`src/rtl/mux_arb_pkg.sv`:
```
// Shared definitions for the wormhole mux arbiter and the router that feeds it:
// flit type codes, channel/credit sizing and the arbiter FSM encoding.
package mux_arb_pkg;

    localparam int VCH    = 4;
    localparam int VCHW   = $clog2(VCH);
    localparam int CREDIT = 4;

    typedef enum logic [1:0] {
        FLIT_NONE = 2'b00,
        FLIT_HEAD = 2'b01,
        FLIT_DATA = 2'b10,
        FLIT_TAIL = 2'b11
    } flit_type_e;

    typedef enum logic [1:0] {
        ST_IDLE  = 2'b00,
        ST_BUSY0 = 2'b01,
        ST_BUSY1 = 2'b10
    } arb_state_e;

    // Mux select pattern for a given input port.
    function automatic logic [1:0] port_onehot(input logic port);
        return port ? 2'b10 : 2'b01;
    endfunction

endpackage

```
`src/rtl/credit_cnt.sv`:
```
// Per-VC downstream credit counter (0..CREDIT). Simultaneous inc/dec cancel;
// a credit return on a full counter is dropped and flagged as overflow.
module credit_cnt #(
    parameter int CREDIT = 4,
    parameter int CW     = $clog2(CREDIT + 1)
) (
    input  logic          clk,
    input  logic          rst_,
    input  logic          inc,
    input  logic          dec,
    output logic [CW-1:0] count,
    output logic          overflow
);

    localparam logic [CW-1:0] FULL = CW'(CREDIT);

    logic [CW-1:0] count_r;

    // Overflow only when the return would actually push the count past full.
    always_comb begin
        overflow = inc & ~dec & (count_r == FULL);
    end

    // Credit count update.
    always_ff @(posedge clk or negedge rst_) begin
        if (!rst_) begin
            count_r <= FULL;
        end else begin
            case ({inc, dec})
                2'b10: begin
                    if (count_r != FULL) count_r <= count_r + CW'(1);
                end
                2'b01: begin
                    if (count_r != '0) count_r <= count_r - CW'(1);
                end
                default: count_r <= count_r;
            endcase
        end
    end

    assign count = count_r;

endmodule

```
`src/rtl/mux_arb.sv`:
```
// Two-port wormhole arbiter for a 2:1 flit mux: round-robin on HEAD flits,
// holds the winner until its TAIL, and gates every flit on downstream VC credit.
module mux_arb #(
    parameter int VCH    = mux_arb_pkg::VCH,
    parameter int CREDIT = mux_arb_pkg::CREDIT
) (
    input  logic                    clk,
    input  logic                    rst_,
    input  logic [1:0]              itype_0,
    input  logic                    ivalid_0,
    input  logic [$clog2(VCH)-1:0]  ivch_0,
    input  logic [1:0]              itype_1,
    input  logic                    ivalid_1,
    input  logic [$clog2(VCH)-1:0]  ivch_1,
    input  logic [VCH-1:0]          icredit,
    output logic [1:0]              sel,
    output logic                    ogrant_0,
    output logic                    ogrant_1,
    output logic                    oerr
);

    import mux_arb_pkg::*;

    localparam int VW = $clog2(VCH);
    localparam int CW = $clog2(CREDIT + 1);

    arb_state_e      state_r;
    logic [1:0]      sel_r;
    logic            rr_r;
    logic [VW-1:0]   lock_vc_r;
    logic            first_r;
    logic            oerr_r;

    logic [CW-1:0]   credit_s [VCH];
    logic [VCH-1:0]  dec_s;
    logic [VCH-1:0]  ovf_s;

    logic            cand0_s;
    logic            cand1_s;
    logic            win_any_s;
    logic            win_port_s;
    logic            act_port_s;
    logic            act_valid_s;
    logic [1:0]      act_type_s;
    logic            lock_ok_s;
    logic            gnt0_s;
    logic            gnt1_s;
    logic            gnt_s;
    logic            proto_err_s;

    // One credit counter per downstream VC; only the locked VC is ever decremented.
    for (genvar v = 0; v < VCH; v++) begin : g_cc
        assign dec_s[v] = gnt_s & (lock_vc_r == VW'(v));

        credit_cnt #(
            .CREDIT (CREDIT),
            .CW     (CW)
        ) u_cc (
            .clk      (clk),
            .rst_     (rst_),
            .inc      (icredit[v]),
            .dec      (dec_s[v]),
            .count    (credit_s[v]),
            .overflow (ovf_s[v])
        );
    end

    // Idle-state arbitration: a HEAD with credit on its VC is a candidate; rr breaks ties.
    always_comb begin
        cand0_s = ivalid_0 && (itype_0 == FLIT_HEAD) && (credit_s[ivch_0] != '0);
        cand1_s = ivalid_1 && (itype_1 == FLIT_HEAD) && (credit_s[ivch_1] != '0);
        if (cand0_s && cand1_s) begin
            win_any_s  = 1'b1;
            win_port_s = rr_r;
        end else if (cand0_s) begin
            win_any_s  = 1'b1;
            win_port_s = 1'b0;
        end else if (cand1_s) begin
            win_any_s  = 1'b1;
            win_port_s = 1'b1;
        end else begin
            win_any_s  = 1'b0;
            win_port_s = rr_r;
        end
    end

    // Busy-state grant: the owning port moves a flit whenever it is valid and the locked VC has credit.
    always_comb begin
        act_port_s  = (state_r == ST_BUSY1);
        act_valid_s = act_port_s ? ivalid_1 : ivalid_0;
        act_type_s  = act_port_s ? itype_1 : itype_0;
        lock_ok_s   = (credit_s[lock_vc_r] != '0);
        gnt0_s      = 1'b0;
        gnt1_s      = 1'b0;
        case (state_r)
            ST_BUSY0: gnt0_s = ivalid_0 & lock_ok_s;
            ST_BUSY1: gnt1_s = ivalid_1 & lock_ok_s;
            default: begin
                gnt0_s = 1'b0;
                gnt1_s = 1'b0;
            end
        endcase
        gnt_s = gnt0_s | gnt1_s;
    end

    // The packet's own HEAD is the first flit granted in BUSY; any later HEAD, or a valid NONE, is a protocol error.
    always_comb begin
        if (state_r != ST_IDLE) begin
            if (act_valid_s && (act_type_s == FLIT_NONE)) begin
                proto_err_s = 1'b1;
            end else if (gnt_s && (act_type_s == FLIT_HEAD) && !first_r) begin
                proto_err_s = 1'b1;
            end else begin
                proto_err_s = 1'b0;
            end
        end else begin
            proto_err_s = 1'b0;
        end
    end

    // Arbiter FSM with registered mux select, VC lock and round-robin pointer.
    always_ff @(posedge clk or negedge rst_) begin
        if (!rst_) begin
            state_r   <= ST_IDLE;
            sel_r     <= 2'b00;
            rr_r      <= 1'b0;
            lock_vc_r <= '0;
            first_r   <= 1'b0;
        end else begin
            case (state_r)
                ST_IDLE: begin
                    if (win_any_s) begin
                        state_r   <= win_port_s ? ST_BUSY1 : ST_BUSY0;
                        sel_r     <= port_onehot(win_port_s);
                        lock_vc_r <= win_port_s ? ivch_1 : ivch_0;
                        first_r   <= 1'b1;
                    end
                end
                ST_BUSY0, ST_BUSY1: begin
                    if (gnt_s) begin
                        first_r <= 1'b0;
                        if (act_type_s == FLIT_TAIL) begin
                            state_r <= ST_IDLE;
                            sel_r   <= 2'b00;
                            rr_r    <= ~act_port_s;
                        end
                    end
                end
                default: begin
                    state_r <= ST_IDLE;
                    sel_r   <= 2'b00;
                end
            endcase
        end
    end

    // Sticky error flag.
    always_ff @(posedge clk or negedge rst_) begin
        if (!rst_) begin
            oerr_r <= 1'b0;
        end else if (proto_err_s || (|ovf_s)) begin
            oerr_r <= 1'b1;
        end
    end

    assign sel      = sel_r;
    assign ogrant_0 = gnt0_s;
    assign ogrant_1 = gnt1_s;
    assign oerr     = oerr_r;

endmodule
```
`config.mk`:
```
export PLATFORM = sky130hd
export DESIGN_NAME = mux_arb
export DESIGN_NICKNAME = d
export VERILOG_FILES = /design/src/rtl/mux_arb_pkg.sv /design/src/rtl/credit_cnt.sv /design/src/rtl/mux_arb.sv
export SDC_FILE = /design/constraint.sdc
export NUM_CORES = 1
export LEC_CHECK = 0
export CAP_MARGIN = 40
export CORE_MARGIN = 2
export CORE_UTILIZATION = 50
export CTS_CLUSTER_SIZE = 24
export DETAILED_ROUTE_END_ITERATION = 16
export GPL_ROUTABILITY_DRIVEN = 0
export PLACE_DENSITY = 0.74
export SETUP_SLACK_MARGIN = 0.2
export SYNTH_ARGS = -nofsm -noshare
export SYNTH_HDL_FRONTEND = slang
export SYNTH_SLANG_ARGS = --single-unit
export TNS_END_PERCENT = 50
```
`constraint.sdc`:
```
create_clock -name clk -period 2.5 [get_ports clk]
set_clock_uncertainty 0.15 [all_clocks]
set_input_delay 0.5 -clock clk [delete_from_list [all_inputs] [get_ports clk]]
set_output_delay 0.5 -clock clk [all_outputs]
set_load 0.02 [all_outputs]
```
==> flow_metrics.env <==
export IMPL_status="finished with violations"
export IMPL_violations="negative setup slack"
export IMPL_yosysTopAreaCell="dfrtp_1"
export IMPL_layoutNonFillerInstCount=284
export IMPL_clk_latency_ps=300
export IMPL_seqPwrFrac_pct=28.1
export IMPL_nets=272
export IMPL_power_share_combinational_pct=64.8
export IMPL_path_buf_inv=3
export IMPL_synth_async_reset_ratio_pct=100.0
export IMPL_dp_hpwl_um=3296
export IMPL_crit_chain="nor4_4, buf_4, a2111oi_4, nand2_1, inv_1, ha_2, inv_2, fa_2, xor2_1, nor2_1, xor2_1"
export IMPL_worst_path_max_fanout=3
export IMPL_die_area_sq_um=3658
export IMPL_startpoint_type="register"
export IMPL_worst_r2r_path_depth=11
export IMPL_post_drt_via_cell_ratio=5.465
export IMPL_finalHoldViolCount=0
export IMPL_cpPeakStageDelay_ps=580
export IMPL_rr_startpoint="g_cc[1].u_cc.count[2]$_DFFE_PN1P_"
export IMPL_crit_type="reg2reg"
export IMPL_wl_um=4307
export IMPL_syn_avg_cell_area_sq_um=9.168
export IMPL_io_buffer_count=20
export IMPL_slew_headroom_pct=67.49
export IMPL_hold_class="in2async"
export IMPL_synthCells=174
export IMPL_grt_pass1_vias=1571
export IMPL_synth_commonest_cells="27 x inv_1, 17 x nand2_1, 15 x dfrtp_1"
export IMPL_maxCapViolations=0
export IMPL_track_usage_pct=25.33
export IMPL_cts_tree="built"
export IMPL_grt_pass1_wl_um=6886
export IMPL_ys_flop_type="dfrtp_1"
export IMPL_synth_area_top_cells="dfrtp_1 24%, ha_1 8.6%, dfstp_2 6.6%"
export IMPL_root_buffer="clkbuf_4"
export IMPL_synth_top_area_share_pct=23.53
export IMPL_critPathRequiredTime_ps=2580
export IMPL_reg2reg_slack_ps=-130
export IMPL_drt_iter0_drc=80
export IMPL_p_leak_nw=1.034
export IMPL_syn_num_nets=205
export IMPL_die_h_um=60.49
export IMPL_clock_sinks=19
export IMPL_worstMarginPinSlew_ps=475.4
export IMPL_setup_violations=2
export IMPL_nFillCells=210
export IMPL_layout_drive_gt1_share_pct=42.92
export IMPL_wl_per_cell_um=15.17
export IMPL_synth_edf_count=0
export IMPL_min_period_ps=2630
export IMPL_timing_fmax_mhz=380.2
export IMPL_swShare_pct=46.00
export IMPL_rsz0062_at_grt="yes"
export IMPL_setup_slack_ps=-130.5
export IMPL_fin_crit_sh_pct=105.2
export IMPL_path_clk_slew_ps=110
export IMPL_power_density_nw_per_um2=971.8
export IMPL_ys_seq_area_share_pct=30.12
export IMPL_row_count=20
export IMPL_dp_cells=267
export IMPL_synth_distinct_cells=45
export IMPL_start_util_pct=52.25
export IMPL_intPower_mw=1.241
export IMPL_cp_end_kind="register"
export IMPL_num_vias=1552
export IMPL_maxSlewViolCount=0
export IMPL_cp_common_cell="xor2_1"
export IMPL_peakVddDrop_mv=0.5082
export IMPL_grt_max_degree=20
export IMPL_power_switching_mw=1.057
export IMPL_antenna_found_initial=0
export IMPL_yosysMostFrequentCell="inv_1"
export IMPL_holdBufCountCts=0
export IMPL_syn_cell_area_sq_um=1595
export IMPL_ys_warn_count=0
export IMPL_power_share_clock_pct=7.1
export IMPL_synth_seq_cells=19
export IMPL_r2r_end="g_cc[3].u_cc.count[2]$_DFFE_PN1P_"
export IMPL_core_sq_um=3053
export IMPL_cts_path_max_buffers=2
export IMPL_ant_nets=0
export IMPL_setup_tns_ps=-164.9
export IMPL_crit_arrival_ps=2710
export IMPL_post_route_drc_count=0
export IMPL_cts_inserted_buffers=3
export IMPL_htree_levels=1
export IMPL_overflow=0
export IMPL_num_io_pins=21
export IMPL_cpMaxStageDelayCell="dfstp_2"
export IMPL_first_pass_iters=4
export IMPL_dieWidth_um=60.49
export IMPL_antenna_cells=0
export IMPL_cp_top_family="flip-flops"
export IMPL_area_growth_pct=48.24
## power groups by stage
stage | Combinational, mW | Sequential (mW) | Clock [mW]
2_1_floorplan | 0.799 | 0.634 | 0
3_3_place_gp | 1.17 | 0.619 | 0
3_5_place_dp | 1.23 | 0.630 | 0
5_1_grt | 1.62 | 0.663 | 0.180
6_report | 1.49 | 0.647 | 0.163
4_1_cts | 1.31 | 0.647 | 0.168
## sequential cells by signal, indices dropped and copies added, names as in the netlist
register and cells:
lock_vc_r 2, oerr 1, rr_r 1, sel 2, g_cc.u_cc.count 12, first_r 1
## cell type report
class	count	area, sq um	area share [%]
Tap cell	44	55.05	2.328
Clock buffer	4	26.28	1.111
Timing Repair Buffer	66	553.0	23.39
Inverter	27	101.3	4.286
Multi-Input combinational cell	124	1145	48.41
Sequential cell	19	484.2	20.48
## cells in the final DEF (no fill, tap or decap), drive strengths merged, types with 4 or more instances in the layout
| cell type | synthesis | final |
|---|---|---|
| nor4 | 7 | 7 |
| xor2 | 8 | 8 |
| clkdlybuf4s50 | 0 | 16 |
| dfrtp | 15 | 15 |
| a21o | 5 | 5 |
| o21ai | 16 | 16 |
| a2111oi | 6 | 6 |
| dfstp | 4 | 4 |
| xnor2 | 4 | 4 |
| a21oi | 5 | 5 |
| fa | 4 | 4 |
| nor2 | 12 | 12 |
| buf | 4 | 48 |
| clkbuf | 0 | 4 |
| inv | 27 | 27 |
| nand2 | 17 | 17 |
| ha | 11 | 11 |
## cell families after synthesis
kind of cell / after synthesis / synth area share, %
multiplexers: 2 / 1.333
flip-flops: 19 / 30.12
buffers and inverters: 31 / 8.549
XOR/XNOR: 12 / 6.588
AO/OA/AOI/OAI: 49 / 24.08
AND/OR/NAND/NOR: 46 / 15.69
adder cells (fa/ha/maj): 15 / 13.65
## worst max-delay path by stage
stage                                 startpoint  depth (start not counted)                                 to  slack, ps
2_1_floorplan                 sel[0]$_DFFE_PN0P_                         12  g_cc[2].u_cc.count[2]$_DFFE_PN1P_         40
3_3_place_gp                            ivalid_0                         11  g_cc[1].u_cc.count[2]$_DFFE_PN1P_       -260
3_5_place_dp                            ivalid_0                         11  g_cc[3].u_cc.count[2]$_DFFE_PN1P_       -350
4_1_cts        g_cc[1].u_cc.count[2]$_DFFE_PN1P_                         11  g_cc[3].u_cc.count[2]$_DFFE_PN1P_        -60
5_1_grt        g_cc[1].u_cc.count[2]$_DFFE_PN1P_                         11  g_cc[3].u_cc.count[2]$_DFFE_PN1P_       -220
6_report       g_cc[1].u_cc.count[2]$_DFFE_PN1P_                         11  g_cc[3].u_cc.count[2]$_DFFE_PN1P_       -130
## metrics by stage
| step | power [mW] | setup WS, ps | utilization, % | area [sq um] | hold slack [ps] |
|---|---|---|---|---|---|
| after detailed placement | 1.864 | -346.2 | 69.71 | 2128 | 350.4 |
| final | 2.298 | -130.5 | 77.46 | 2365 | 367.9 |
| after global placement | 1.787 | -262.7 | 69.71 | 2128 | 350.5 |
| after CTS | 2.128 | -64.00 | 73.48 | 2243 | 378.3 |
| after global routing | 2.464 | -221.5 | 77.46 | 2365 | 384.6 |
| after floorplan | 1.432 | 41.44 | - | 1660 | 54.41 |
## repair_timing
action	in CTS	in global routing
pin swaps	15	5
resized for setup	20	25
endpoints found under the setup margin	16	20
endpoints found under the hold margin	0	0
buffers inserted	5	8
## routing by layer
metal,wire [um],vias to the layer above,track usage (%)
met4,46,0,7.453
li1,-,745,-
met2,2351,40,46.43
met1,1747,761,30.17
met3,161,6,4.691
met5,0,-,0
Power figures use the tool's default switching activity.
